--- config.mk ---
export PLATFORM = sky130hd
export DESIGN_NAME = timer_periph
export DESIGN_NICKNAME = d
export VERILOG_FILES = /design/src/rtl/timer_periph.sv
export SDC_FILE = /design/constraint.sdc
export NUM_CORES = 1
export LEC_CHECK = 0
export ABC_CLOCK_PERIOD_IN_PS = 3400
export CORE_UTILIZATION = 58
export DETAILED_ROUTE_END_ITERATION = 8
export GPL_TIMING_DRIVEN = 0
export PLACE_DENSITY_LB_ADDON = 0.3
export SLEW_MARGIN = 20
export SYNTH_ARGS = -nofsm -noshare
export SYNTH_HDL_FRONTEND = slang
export SYNTH_SLANG_ARGS = --single-unit
--- constraint.sdc ---
create_clock -name clk -period 3.4 [get_ports clk]
set_clock_uncertainty 0.15 [all_clocks]
set_input_delay 0.34 -clock clk [delete_from_list [all_inputs] [get_ports clk]]
set_output_delay 0.34 -clock clk [all_outputs]
set_load 0.005 [all_outputs]
--- src/rtl/timer_periph.sv ---
// Memory-mapped timer / LED / switch / systick peripheral at 0x4000_00xx.
// Define TIMER_PRESCALE_EN to add the PRESCALE register and tick down-counter.
module timer_periph (
    input  logic        clk,
    input  logic        reset,
    input  logic [31:0] Addr,
    input  logic        MemRead,
    input  logic        MemWrite,
    input  logic [31:0] WriteData,
    output logic [31:0] ReadData,
    input  logic [7:0]  switch,
    output logic [7:0]  led,
    output logic        IRQ
);
    localparam logic [23:0] BASE_HI  = 24'h40_0000;
    localparam logic [5:0]  IDX_TH   = 6'd0;
    localparam logic [5:0]  IDX_TL   = 6'd1;
    localparam logic [5:0]  IDX_TCON = 6'd2;
    localparam logic [5:0]  IDX_LED  = 6'd3;
    localparam logic [5:0]  IDX_SW   = 6'd4;
    localparam logic [5:0]  IDX_SYS  = 6'd5;
    localparam logic [5:0]  IDX_PS   = 6'd6;

    logic [31:0] th;
    logic [31:0] tl;
    logic [31:0] sysTick;
    logic [2:0]  tcon;
    logic [7:0]  ledReg;
    logic        inWindow;
    logic [5:0]  wordIdx;
    logic        wrTh;
    logic        wrTl;
    logic        wrTcon;
    logic        wrLed;
    logic        tick;
    logic        countEn;
    logic        overflow;
    logic        setStatus;
    logic        unusedAddrBits;

    assign unusedAddrBits = ^Addr[1:0];
    assign inWindow = (Addr[31:8] == BASE_HI);
    assign wordIdx  = Addr[7:2];
    assign wrTh     = MemWrite && inWindow && (wordIdx == IDX_TH);
    assign wrTl     = MemWrite && inWindow && (wordIdx == IDX_TL);
    assign wrTcon   = MemWrite && inWindow && (wordIdx == IDX_TCON);
    assign wrLed    = MemWrite && inWindow && (wordIdx == IDX_LED);

    // A bus write to TL pre-empts the count, so it also suppresses the status set.
    assign countEn   = tick && tcon[0];
    assign overflow  = countEn && (tl == 32'hFFFF_FFFF);
    assign setStatus = overflow && tcon[1] && !wrTl;

`ifdef TIMER_PRESCALE_EN
    logic [15:0] prescale;
    logic [15:0] psCnt;
    logic        wrPs;

    assign wrPs = MemWrite && inWindow && (wordIdx == IDX_PS);
    assign tick = (psCnt == 16'd0);

    always_ff @(posedge clk or negedge reset) begin
        if (!reset) begin
            prescale <= 16'd0;
            psCnt    <= 16'd0;
        end else if (wrPs) begin
            prescale <= WriteData[15:0];
            psCnt    <= WriteData[15:0];
        end else if (tcon[0]) begin
            psCnt <= (psCnt == 16'd0) ? prescale : psCnt - 16'd1;
        end
    end
`else
    assign tick = 1'b1;
`endif

    always_ff @(posedge clk or negedge reset) begin
        if (!reset) begin
            th      <= 32'd0;
            tl      <= 32'd0;
            tcon    <= 3'd0;
            ledReg  <= 8'd0;
            sysTick <= 32'd0;
        end else begin
            sysTick <= sysTick + 32'd1;
            if (wrTh)
                th <= WriteData;
            if (wrTl)
                tl <= WriteData;
            else if (countEn)
                tl <= overflow ? th : tl + 32'd1;
            // Hardware status set wins over a simultaneous software clear.
            if (wrTcon)
                tcon <= {WriteData[2] | setStatus, WriteData[1:0]};
            else if (setStatus)
                tcon[2] <= 1'b1;
            if (wrLed)
                ledReg <= WriteData[7:0];
        end
    end

    always_comb begin
        ReadData = 32'd0;
        if (MemRead && inWindow) begin
            case (wordIdx)
                IDX_TH:   ReadData = th;
                IDX_TL:   ReadData = tl;
                IDX_TCON: ReadData = {29'd0, tcon};
                IDX_LED:  ReadData = {24'd0, ledReg};
                IDX_SW:   ReadData = {24'd0, switch};
                IDX_SYS:  ReadData = sysTick;
`ifdef TIMER_PRESCALE_EN
                IDX_PS:   ReadData = {16'd0, prescale};
`endif
                default:  ReadData = 32'd0;
            endcase
        end
    end

    assign led = ledReg;
    assign IRQ = tcon[2];

endmodule

==> key figures <==
Routing
  – # DRC: 0
  – Vias/cell: 6.55
  – Top layer in use: met4
  – Metal2 WL: 10.3 mm
  – Detail Route Antenna Nets: 0
  – Post-DR wirelength/cell: 21.6 um
  – Met3 WL post-DR: 2.07 mm
  – DR vias: 6,398
  – Detailed Routing Iterations Pass 1: 5
  – Drt total wl: 21.1 mm
  – Initial drt markers: 796
  – M1 WL: 8.05 mm

Logic synthesis
  – Yosys top cell by area: dfrtp_1
  – Synth cell types: 54
  – Most common cell in the synthesized netlist: dfrtp_1
  – Post-synth top area share: 0.413
  – Synth Net Count: 779
  – FF+latch count, synth: 107
  – Post-synth EDFFs: 0
  – Post-synthesis sequential area ratio: 0.413
  – Post-synth top cells: dfrtp_1 (107), nand2_1 (82), nor2_1 (73)
  – Post-Syn Instances: 701
  – Prevailing post-synth register cell: dfrtp_1
  – Yosys warning total: 0
  – Synthesized cell area: 6480 um^2
  – FFs w/ async S/R, synth: 1.00
  – Area contributors post-synth: dfrtp_1 (41%), mux2_2 (7.8%), nand2_1 (4.7%), xnor2_1 (4.7%), nor2_1 (4.2%)
  – Syn Area/Cell: 9.25 um^2

Global routing
  – Gr ovfl total: 0
  – GRT Util Overall: 0.381
  – First-pass GRT wire length: 33.0 mm
  – Vias in the first global route: 6,391
  – Initial antenna violation count: 0
  – Largest net degree at the start of global routing: 56

Cells and area
  – Post-route cell area: 8200 um^2
  – Footprint of the multi-input gates: 3610 um^2
  – Filler cell count: 834
  – Area grow syn2layout: 26.5%
  – Layout cell share with drive strength beyond 1: 0.141
  – ANT cells: 0
  – Final core utilization: 0.753
  – FF+latch area: 2680 um^2
  – Post-layout net count: 911

CTS
  – CTS root buf: clkbuf_8
  – Clock latency on the worst-skew pair: 400 ps
  – Clock sink count: 107
  – Num CTS Buffers: 9
  – CTS H-tree depth: 3
  – CTS tree: built
  – Clock-pin slew on the worst setup and hold paths: 110 ps
  – Clock buffer depth: 2

Placed design
  – Cell Area, Placed: 7820 um^2
  – Pre-CTS WS: -371 ps
  – Hpwl dp: 14.9 mm
  – Buffers added on ports: 113
  – Routability congestion estimate from global placement: 0.921

Power and ir drop
  – Combinational share of power: 0.076
  – Reg power frac: 0.523
  – Clock power frac: 0.401
  – Total power: 2430 uW
  – NetSw: 556 uW
  – VDD IR-drop max: 322 uV
  – Leakage: 0.00344 uW
  – Int Power: 1870 uW
  – Pwr Density: 296 nW/um^2
  – Sw Share: 0.229

Min path
  – Worst hold path type: in2async

Worst setup path
  – Crit path capture type: output port
  – R2R depth: 7
  – Setup CP Type: in2out
  – WP data required: 2910 ps
  – Reg-to-reg critical path startpoint: tl[0]
  – CP arrival: 2910 ps
  – Flop2flop setup slack: 710 ps
  – Worst reg2reg endpoint: tl[19]
  – Crit path max fanout: 10
  – CP Launch Type: input port

Run status
  – Failing checks: setup timing
  – Status: finished with violations

STA
  – Least-Margin Pin Slew: 762 ps
  – RSZ-0062 raised after global routing: yes
  – Final Hold Fails: 0
  – Minimum clock period: 3400 ps
  – Max-slew violations: 0
  – Final WS setup: -1.82 ps
  – Period utilisation layout: 1.00
  – Worst slew margin: 0.492
  – Final setup viols: 1
  – Hold Slack: 292 ps
  – Fmax: 294 MHz

Die
  – Die height: 108 um
  – Core ar.: 10,900 um^2
  – Initial core utilization: 0.595
  – Floorplan row count: 38
  – I/O pin total: 117
  – Die area: 11,600 um^2
  – Chip width: 108 um

Run
  – Max-cap violations: 0
sequential cells by signal, indices dropped and copies added, names as in the netlist:
signal / cells
tl: 32
tcon: 3
led: 8
th: 32
sysTick: 32
power by group through the flow:
stage	sequential (uW)	combinational (uW)	clock (uW)
finish	1270	185	973
global route	1270	196	1020
CTS	1270	180	969
detailed placement	1300	173	0
global placement	1300	167	0
floorplan	1300	33.2	0
what timing repair did:
item	in CTS	in global routing
endpoints found under the setup margin	32	25
resized for setup	14	23
endpoints found under the hold margin	52	0
setup buffers	5	1
gates cloned	0	0
hold buffers	1	0
pin swaps	2	4
how the worst max path moves through the flow:
stage	startpoint	to	slack [ps]	cells past startpoint
final	Addr[7]	ReadData[3]	-2	8
after global routing	Addr[7]	ReadData[3]	-70	8
after CTS	Addr[2]	ReadData[30]	30	7
after detailed placement	Addr[7]	ReadData[30]	-370	10
after global placement	reset	sysTick[8]	-2280	1
after floorplan	Addr[4]	ReadData[7]	1120	6
through the flow:
stage | setup TNS, ps | std cells
finish | -1.82 | 977
global route | -74.5 | 977
CTS | 0 | 976
detailed placement | -6730 | 955
global placement | -248130 | 954
floorplan | 0 | 701
final cells by class:
cell class / instances / share of cell area
plain buffers: 46 / 0.0296
clock buffers: 11 / 0.0172
clock inverters: 4 / 0.0121
inverters: 9 / 0.00412
multi-input cells: 539 / 0.440
flip-flops and latches: 107 / 0.327
well taps: 140 / 0.0214
repair buffers: 121 / 0.149
cells in the final DEF, fill, tap and decap left out, types with 15 or more instances in the layout:
cell type / Yosys / routed
dfrtp_1: 107 / 107
clkdlybuf4s50_1: 0 / 112
xor2_1: 15 / 15
nand4_1: 20 / 20
nor2_1: 73 / 73
a22o_1: 24 / 24
nor3b_1: 15 / 15
o21ai_0: 21 / 21
nand2_1: 82 / 82
mux2_2: 45 / 45
xnor2_1: 35 / 35
clkbuf_1: 23 / 15
a21oi_1: 45 / 45
nand3_1: 31 / 31
cells by family (layout without fill, tap and decap cells):
kind of cell | count (synthesis) | after routing | share of synthesized area
XOR/XNOR | 50 | 50 | 0.0675
AO/OA/AOI/OAI | 143 | 143 | 0.148
buffers and inverters | 55 | 191 | 0.0376
flip-flops | 107 | 107 | 0.413
multiplexers | 60 | 60 | 0.103
adder cells (fa/ha/maj) | 2 | 2 | 0.00386
AND/OR/NAND/NOR | 284 | 284 | 0.228
worst max-delay path, stage by stage:
cell and delay [ps]:
clkdlybuf4s50_1 500, or3_4 440, nor3_4 250, buf_6 220, buf_6 180, nand2_1 100
a311oi_2 310, clkdlybuf4s50_1 560
routing by layer:
layer  vias to the layer above  global-route usage
met4                         0               0.172
li1                       2800                   -
met1                      3094               0.471
met2                       416               0.632
met5                         -                   0
met3                        88              0.0854
No activity file was read; power rests on OpenSTA's default activity.
